### src/rtl/fetch_sequencer.sv
// Instruction fetch sequencer: walks a word-addressed instruction memory from RESET_PC,
// hands each word to a consumer over a valid/ready handshake, and honours branch redirects.
module fetch_sequencer #(
    parameter logic [31:0] RESET_PC  = 32'h0000_0000,
    parameter int          MEM_WORDS = 32
) (
    input  logic        clk,
    input  logic        reset,
    input  logic        start,
    output logic [31:0] mem_addr,
    input  logic [31:0] mem_rdata,
    output logic        instr_valid,
    output logic [31:0] instr,
    output logic [31:0] instr_pc,
    input  logic        out_ready,
    input  logic        redirect_valid,
    input  logic [31:0] redirect_pc,
    output logic        halted,
    output logic        fault,
    output logic [15:0] retired_count
);

    typedef enum logic [2:0] {IDLE, ISSUE, RESP, VALID, HALT, FAULT} state_t;

    localparam logic [32:0] MEM_BYTES = 33'(MEM_WORDS) * 33'd4;

    state_t      state;
    logic [31:0] pc;
    logic        pc_bad;
    logic        handshake;
    logic [15:0] count_next;

    assign mem_addr   = pc;
    assign pc_bad     = (pc[1:0] != 2'b00) || ({1'b0, pc} >= MEM_BYTES);
    assign handshake  = instr_valid && out_ready;
    assign count_next = (retired_count == 16'hFFFF) ? retired_count : retired_count + 16'd1;

    // NOTE: every register here is state, so all assignments are non-blocking; a blocking
    // assignment would let later statements in the same edge see the new value.
    always_ff @(posedge clk or negedge reset) begin
        if (!reset) begin
            state         <= IDLE;
            pc            <= RESET_PC;
            instr         <= 32'h0;
            instr_pc      <= 32'h0;
            instr_valid   <= 1'b0;
            halted        <= 1'b0;
            fault         <= 1'b0;
            retired_count <= 16'h0;
        end else begin
            case (state)
                IDLE: begin
                    if (start) state <= ISSUE;
                end
                ISSUE: begin
                    // A redirect replaces the address before it is checked or issued.
                    if (redirect_valid) begin
                        pc <= redirect_pc;
                    end else if (pc_bad) begin
                        fault <= 1'b1;
                        state <= FAULT;
                    end else begin
                        state <= RESP;
                    end
                end
                RESP: begin
                    if (redirect_valid) begin
                        pc    <= redirect_pc;
                        state <= ISSUE;
                    end else if (mem_rdata == 32'h0) begin
                        halted <= 1'b1;
                        state  <= HALT;
                    end else begin
                        instr       <= mem_rdata;
                        instr_pc    <= pc;
                        instr_valid <= 1'b1;
                        state       <= VALID;
                    end
                end
                VALID: begin
                    if (handshake) retired_count <= count_next;
                    if (redirect_valid) begin
                        pc          <= redirect_pc;
                        instr_valid <= 1'b0;
                        state       <= ISSUE;
                    end else if (handshake) begin
                        pc          <= pc + 32'd4;
                        instr_valid <= 1'b0;
                        state       <= ISSUE;
                    end
                end
                HALT, FAULT: begin
                    if (start) begin
                        pc            <= RESET_PC;
                        retired_count <= 16'h0;
                        halted        <= 1'b0;
                        fault         <= 1'b0;
                        state         <= ISSUE;
                    end
                end
                default: state <= IDLE;
            endcase
        end
    end

endmodule

### config.mk
export PLATFORM = sky130hd
export DESIGN_NAME = fetch_sequencer
export DESIGN_NICKNAME = d
export VERILOG_FILES = /design/src/rtl/fetch_sequencer.sv
export SDC_FILE = /design/constraint.sdc
export NUM_CORES = 1
export LEC_CHECK = 0
export CAP_MARGIN = 20
export CORE_MARGIN = 2
export CORE_UTILIZATION = 47
export DETAILED_ROUTE_END_ITERATION = 8
export GPL_ROUTABILITY_DRIVEN = 1
export GPL_TIMING_DRIVEN = 0
export PLACE_DENSITY = 0.82
export SLEW_MARGIN = 25
export SYNTH_ARGS = -nofsm -noshare
export SYNTH_HDL_FRONTEND = slang
export SYNTH_SLANG_ARGS = --single-unit
### constraint.sdc
create_clock -name clk -period 6.05 [get_ports clk]
set_clock_uncertainty 0.1 [all_clocks]
set_input_delay 1.815 -clock clk [delete_from_list [all_inputs] [get_ports clk]]
set_output_delay 1.815 -clock clk [all_outputs]
set_load 0.005 [all_outputs]
==> metrics, run 1 <==
clk slew on worst S/H paths=60 ps; crit path max fanout=10; full die area=13400 sq um; share of layout cells above drive strength 1=9.34%; Fmax=around 0.25 GHz; CTS Buf Count=17; FF+latch count, synth=118; FF/Latch Area=2950 sq um; Synth Area per Inst=10.6 sq um; setup TNS=0 ps; Synth cell types=58; critical path class=in2reg; Rel. slew slack=45.6%; FF-to-FF path depth=6; hpwl dp=12800 um; Via density=5.92; Min Clock Period, post-route=3940 ps; Min-Delay Path Class=reg2reg; Setup crit start kind=input pin; clock sink count=118; Synth Net Count=627; Placer Congestion=0.902; final hold violation count=0; sequential cell area fraction in the yosys report=50.4%; cell area after synthesis=around 5900 sq um; Yosys warnings=0; top cell type's share of synthesized area=50.4%; P&R area growth vs syn=46.1%; maximum root-to-sink buffer count=2; VDD IR max=about 0.23 mV; Fin Hold WS=around 380 ps; total of fill cells in the finished design=~880; Final ANT Viol Nets=0; Critical Path AT=between 4000 and 5000 ps; Final Worst Setup Slack=2110 ps; Die Ht=about 120 um; Initial Utilization=48.4%; fin cells=939; Slew Limit Fails=0; TritonRoute pass-1 iters=6; wirelength, routed=17800 um; residual DRC count=0; Worst path max stage delay=490 ps; Min-Delay Path Depth=1; multi-input logic area=roughly 2700 sq um; primary flip-flop cell chosen by synthesis mapping=dfrtp_1; row cnt=40; Placed Cells incl. Taps=907; final count of negative-setup-slack endpoints=0; RSZ-0062 raised after global routing=false; leak pwr=3.67 nW; port bufs=183; Post-synth EDFFs=0; nets=830; Core Area=roughly 12000 sq um; async set-reset flop share out of synthesis=between 90% and 100%; worst skew pair latency=410 ps; Cells after Synth=555; Tot Pwr=3.05 mW; DRT iter0 DRCs=701; gr usage total=27.4%; first-pass GRT wire length=28600 um; grt ovf=0; vias in the first global route=5652; DR WL/cell=approximately 19 um; initial antenna violation count=0; Critical-path top delay cell=nor4_4; run status=complete, no violations; # IOs=184; clock tree root driver cell=clkbuf_16; CTS H-tree lvls=4; total number of vias=5556; Worst Max-Slew Pin Slew=809 ps; Place WS=1740 ps; Worst EP required=6240 ps; Post-CTS Setup Bufs=0; CTS-repair resized insts=0; Max Cap Viol=0; final period utilization=between 60% and 70%; crit-path cells=clkdlybuf4s50_1 > nor4_1 > nand2_1 > nor4_4 > nor2_2 > buf_2 > mux2_1; top post-synthesis cells by area=dfrtp_1 (50%), mux2_1 (10%), a21oi_1 (3.2%), nand2_1 (2.4%), nor4_1 (2.2%); # hold bufs at CTS=0; ant diodes=0; largest net degree at the start of global routing=61; Worst Setup End Kind=flop; TritonCTS clock tree=yes; Synth area leader=dfrtp_1; Die Width=116 um; power density cells=357 nW/um^2
## state kept, by name, summed over array words and instances (netlist names)
signal,flops
mem_addr,32
retired_count,16
halted,1
instr,32
fault,1
instr_valid,1
state,3
instr_pc,32
## per-layer routing
metal	track usage, %	routed length [um]	share of wire [%]
met3	6.80	1610	9.0
met1	34.6	7070	40
met4	11.4	387	2.2
met5	0	0	0
met2	45.2	8780	49
## worst max-delay path: cells and delay by family
family,cells,cell delay [ps]
muxes,1,340
buffers and inverters,2,700
and+or+nand+nor,4,1260
## area by class of cell
cell class / count / area share [%]
timing repair buffer: 184 / 21.7
tap: 168 / 2.46
buffer: 36 / 1.87
multi-input combinational: 386 / 31.4
sequential: 118 / 34.5
clock buffer: 20 / 5.34
clock inverter: 12 / 2.05
inverter: 15 / 0.658
## cells by family (layout without fill, tap and decap cells)
family | count (synthesis) | after routing | share of synthesized area, %
xor+xnor | 4 | 4 | 0.598
compound gates | 138 | 138 | 15.4
buf+inv | 51 | 267 | 3.70
flops | 118 | 118 | 50.4
simple gates | 174 | 174 | 16.4
mux | 66 | 66 | 12.6
fa+ha+maj | 4 | 4 | 0.812
## cells in the final DEF, fill, tap and decap left out, types with 19 or more instances in the layout
cell type and count:
mux2_1 54, clkdlybuf4s50_1 182, nand2_1 38, o21ai_0 22
a21oi_1 38, buf_2 19, nor4_1 21, dfrtp_1 118
nor2_1 29
## through the flow
| step | utilization [%] | area (sq um) |
|---|---|---|
| finish | 70.7 | 8560 |
| global route | 70.7 | 8560 |
| CTS | 70.7 | 8560 |
| detailed placement | 65.5 | 7930 |
| global placement | 65.2 | 7900 |
| floorplan | - | 5860 |
## synth_stat cells (16+ instances only)
library cell	number
a31oi_1	17
nor4_1	21
nand2_1	38
o21ai_0	22
mux2_1	54
dfrtp_1	118
buf_2	19
a21oi_1	38
nor2_1	29
clkbuf_1	16
nand3_1	17
## path summary, 6_finish.rpt
check / endpoint / startpoint / slack [ps]
min: instr_pc[28] / instr_pc[28] / 380
max in group asynchronous: instr_pc[13] / reset / 3870
min in group asynchronous: instr[2] / reset / 1280
max: instr_pc[25] / mem_rdata[16] / 2110
max reg2reg: mem_addr[30] / mem_addr[3] / 3490
min reg2reg: instr_pc[28] / instr_pc[28] / 380
## power breakdown
| group | leakage [nW] | switching [mW] | internal, mW | total (mW) |
|---|---|---|---|---|
| Combinational | 1.82 | 0.444 | 0.439 | 0.882 |
| Sequential | 1.55 | 0.184 | 0.912 | 1.10 |
| Clock | 0.302 | 0.365 | 0.710 | 1.07 |
| Total | 3.67 | 0.992 | 2.06 | 3.05 |
(Power assumes the default switching activity.)
==> run 2, diff against run 1 <==
Settings changed: CORE_UTILIZATION 47 to 42, PLACE_DENSITY 0.82 to 0.77.
Clock period 6.05 ns to 3.3 ns, I/O delays scaled along.
==> run 2 against run 1 <==
  * Die area rose by 11%
  * Clock-buffer cell count rose by 7
  * Worst setup slack got worse by 1900 ps
==> metrics, run 2 (same netlist as run 1, synthesis figures left out) <==
Min-Delay Path Depth=1; DRT iter0 DRCs=565; wirelength, routed=17700 um; leak pwr=3.65 nW; CTS Buf Count=17; first-pass GRT wire length=roughly 28000 um; Min-Delay Path Class=reg2reg; initial antenna violation count=0; Fin Hold WS=383 ps; setup TNS=0 ps; Die Ht=about 120 um; vias in the first global route=5475; Placed Cells incl. Taps=between 900 and 1000; Final Worst Setup Slack=around 190 ps; # IOs=184; crit path max fanout=10; Tot Pwr=5.41 mW; run status=complete, no violations; placed instance area=7940 sq um; VDD IR max=0.385 mV; FF-to-FF path depth=7; residual DRC count=0; most common cell after layout, fill and taps aside=clkdlybuf4s50_1; Util after Layout=61.9%; CTS-repair resized insts=0; maximum root-to-sink buffer count=2; CTS H-tree lvls=4; hpwl dp=12900 um; row cnt=43; critical path class=in2reg; worst skew pair latency=410 ps; largest net degree at the start of global routing=72; final count of negative-setup-slack endpoints=0; RSZ-0062 raised after global routing=false; Core Area=13800 sq um; power density cells=635 nW/um^2; FF-to-FF setup slack=800 ps; share of layout cells above drive strength 1=8.58%; Min Clock Period, post-route=between 3000 and 4000 ps; design area=8520 sq um; nets=830; multi-input logic area=~2700 sq um; P&R area growth vs syn=45.5%; worst reg2reg path startpoint=state[2]; Max Cap Viol=0; DR WL/cell=~19 um; total of fill cells in the finished design=around 1100; Hold Crit Endpoint=instr[8]; Via density=5.79; hold wc startpoint=instr[8]; grt ovf=0; total number of vias=5491; fin cells=949; most frequent cells in the layout=clkdlybuf4s50_1 (182), dfrtp_1 (118), mux2_1 (54), nand2_1 (38), a21oi_1 (38); Fmax=0.322 GHz; # hold bufs at CTS=0; Worst EP required=3490 ps; Critical Path AT=around 3300 ps; Place WS=-226 ps; Setup crit start kind=input pin; Slew Limit Fails=0; Initial Utilization=42.5%; Rel. slew slack=49.7%; clk slew on worst S/H paths=50 ps; FF/Latch Area=2950 sq um; final hold violation count=0; Die Width=122 um; Placer Congestion=0.906; Worst Setup End Kind=flop; TritonRoute pass-1 iters=6; full die area=14900 sq um; ant diodes=0; Final ANT Viol Nets=0; final period utilization=94.2%; clock tree root driver cell=clkbuf_16; TritonCTS clock tree=yes; port bufs=183; r2r endpoint=instr_pc[26]; gr usage total=24.5%; Worst Max-Slew Pin Slew=749 ps; Post-CTS Setup Bufs=0; clock sink count=118
run 2: changes by cell type in the layout (fill, tap and decap cells not counted), sizes merged:
cell	before	now
bufinv	4	2
clkbuf	37	44
clkinv	4	1
clkinvlp	3	0
inv	16	15
run 2: critical path, cell delays in order:
cell,delay (ps)
clkdlybuf4s50_1,430
nor4_1,350
nand2_1,190
nor4_4,460
nor2_2,240
buf_2,270
mux2_1,350
run 2: layer usage:
metal / wire length [um] / vias to the layer above / global-route usage (%)
met1: 7120 / 2638 / 30.7
met3: 1580 / 26 / 7.12
met4: 303 / 0 / 8.55
met2: 8670 / 327 / 40.5
met5: 0 / - / 0
li1: - / 2500 / -
run 2: worst max path at each step:
stage	startpoint	end	slack, ps	depth (start not counted)
5_1_grt	redirect_valid	mem_addr[14]	50	8
3_5_place_dp	mem_rdata[24]	instr_pc[28]	-230	7
4_1_cts	mem_rdata[24]	instr_pc[26]	200	7
6_report	mem_rdata[24]	instr_pc[26]	190	7
3_3_place_gp	reset	instr_pc[13]	-3420	1
2_1_floorplan	mem_rdata[16]	instr_pc[19]	670	6
run 2: area by class of cell:
cell class	count	share of cell area [%]
buffer	36	1.88
clock inverter	3	0.764
sequential	118	34.7
tap	180	2.64
clock buffer	27	6.02
multi-input combinational	386	31.5
timing repair buffer	184	21.8
inverter	15	0.661
run 2: report_power, final:
| group | switching [mW] | total (mW) | internal, mW |
|---|---|---|---|
| Sequential | 0.330 | 2.00 | 1.67 |
| Combinational | 0.801 | 1.60 | 0.804 |
| Clock | 0.600 | 1.80 | 1.20 |
| Total | 1.73 | 5.41 | 3.68 |
==> run 3, diff against run 2 <==
Settings changed: CORE_MARGIN 2 to 1.
==> run 3 against run 2 <==
  * Wire length shrank 0.32%
  * Global-route usage rose by 0.69 points
  * Non-clock buffer count unchanged
==> metrics, run 3 (same netlist as run 1, synthesis figures left out) <==
run status=complete, no violations; grt ovf=0; hold wc startpoint=instr_pc[16]; maximum root-to-sink buffer count=2; Worst Setup End Kind=flop; most frequent cells in the layout=clkdlybuf4s50_1 (182), dfrtp_1 (118), mux2_1 (54), nand2_1 (38), a21oi_1 (38); Final ANT Viol Nets=0; crit-path cells=clkdlybuf4s50_1 > maj3_1 > a21oi_1 > a21o_1 > buf_2 > buf_2 > a21oi_1 > a2bb2oi_1; Core Area=about 13000 sq um; Min-Delay Path Depth=1; Initial Utilization=43.7%; FF/Latch Area=2950 sq um; Min-Delay Path Class=reg2reg; row cnt=42; r2r endpoint=mem_addr[30]; first-pass GRT wire length=approximately 28000 um; FF-to-FF path depth=6; most common cell after layout, fill and taps aside=clkdlybuf4s50_1; DRT iter0 DRCs=~550; total of fill cells in the finished design=1053; leak pwr=3.64 nW; final count of negative-setup-slack endpoints=0; Final Worst Setup Slack=225 ps; wirelength, routed=17600 um; full die area=14400 sq um; Fmax=0.325 GHz; Post-CTS Setup Bufs=0; crit path max fanout=10; critical path class=in2reg; VDD IR max=roughly 0.44 mV; Die Ht=120 um; multi-input logic area=about 2700 sq um; Critical Path AT=3240 ps; initial antenna violation count=0; P&R area growth vs syn=45.2%; final hold violation count=0; CTS Buf Count=17; RSZ-0062 raised after global routing=false; Slew Limit Fails=0; TritonRoute pass-1 iters=6; share of layout cells above drive strength 1=8.59%; Via density=5.81; Max Cap Viol=0; Min Clock Period, post-route=3080 ps; port bufs=183; power density cells=634 nW/um^2; Fin Hold WS=380 ps; Critical-path top delay cell=clkdlybuf4s50_1; clock tree root driver cell=clkbuf_16; Place WS=-219 ps; Rel. slew slack=49.8%; vias in the first global route=5405; clock sink count=around 120; hpwl dp=about 13000 um; Worst EP required=3470 ps; Worst path max stage delay=550 ps; Placer Congestion=a little over 0.9; gr usage total=25.2%; total number of vias=5480; largest net degree at the start of global routing=70; Setup crit start kind=input pin; TritonCTS clock tree=yes; final period utilization=between 90% and 100%; CTS H-tree lvls=4; ant diodes=0; FF-to-FF setup slack=780 ps; Die Width=120 um; # IOs=184; DR WL/cell=about 19 um; Worst Max-Slew Pin Slew=750 ps; worst reg2reg path startpoint=mem_addr[3]; nets=830; Hold Crit Endpoint=instr_pc[16]; worst skew pair latency=420 ps; residual DRC count=0; Tot Pwr=5.39 mW; clk slew on worst S/H paths=50 ps; CTS-repair resized insts=0; Util after Layout=63.5%; # hold bufs at CTS=0
==> run 3: worst max-delay path by stage <==
stage	from	end	slack, ps	cells past startpoint
finish	redirect_valid	mem_addr[14]	220	8
global route	mem_rdata[27]	instr_pc[26]	70	7
CTS	mem_rdata[27]	instr[1]	210	7
detailed placement	mem_rdata[27]	instr[1]	-220	7
global placement	reset	instr_pc[10]	-3380	1
floorplan	mem_rdata[16]	instr_pc[19]	670	6
==> run 3: final cells by class <==
class / count / share of cell area (%)
sequential: 118 / 34.7
clock buffer: 25 / 5.83
multi-input combinational: 386 / 31.6
inverter: 15 / 0.662
clock inverter: 4 / 0.824
tap: 176 / 2.59
timing repair buffer: 184 / 21.9
buffer: 36 / 1.88
==> run 3: through the flow <==
step	cells	setup TNS, ps	cell area [sq um]
6_report	944	0	8500
5_1_grt	944	0	8500
4_1_cts	944	0	8500
3_5_place_dp	915	-12690	7940
3_3_place_gp	914	-410830	7910
2_1_floorplan	555	0	5860
==> run 3: critical path: cells and delay by family <==
family                   cells  cell delay [ps]
buffers and inverters        3             1020
adder cells (fa/ha/maj)      1              400
AO/OA/AOI/OAI                4              830
==> run 3: routing by layer <==
layer | up-vias | routed length (um) | global-route usage (%)
li1 | 2495 | - | -
met1 | 2643 | 7040 | 31.9
met2 | 301 | 8640 | 41.3
met3 | 41 | 1580 | 5.99
met4 | 0 | 355 | 10.3
met5 | - | 0 | 0
==> run 3: where the power goes <==
part           internal, mW  switching, mW
sequential             1.67          0.345
clock                  1.17          0.593
combinational         0.804          0.800
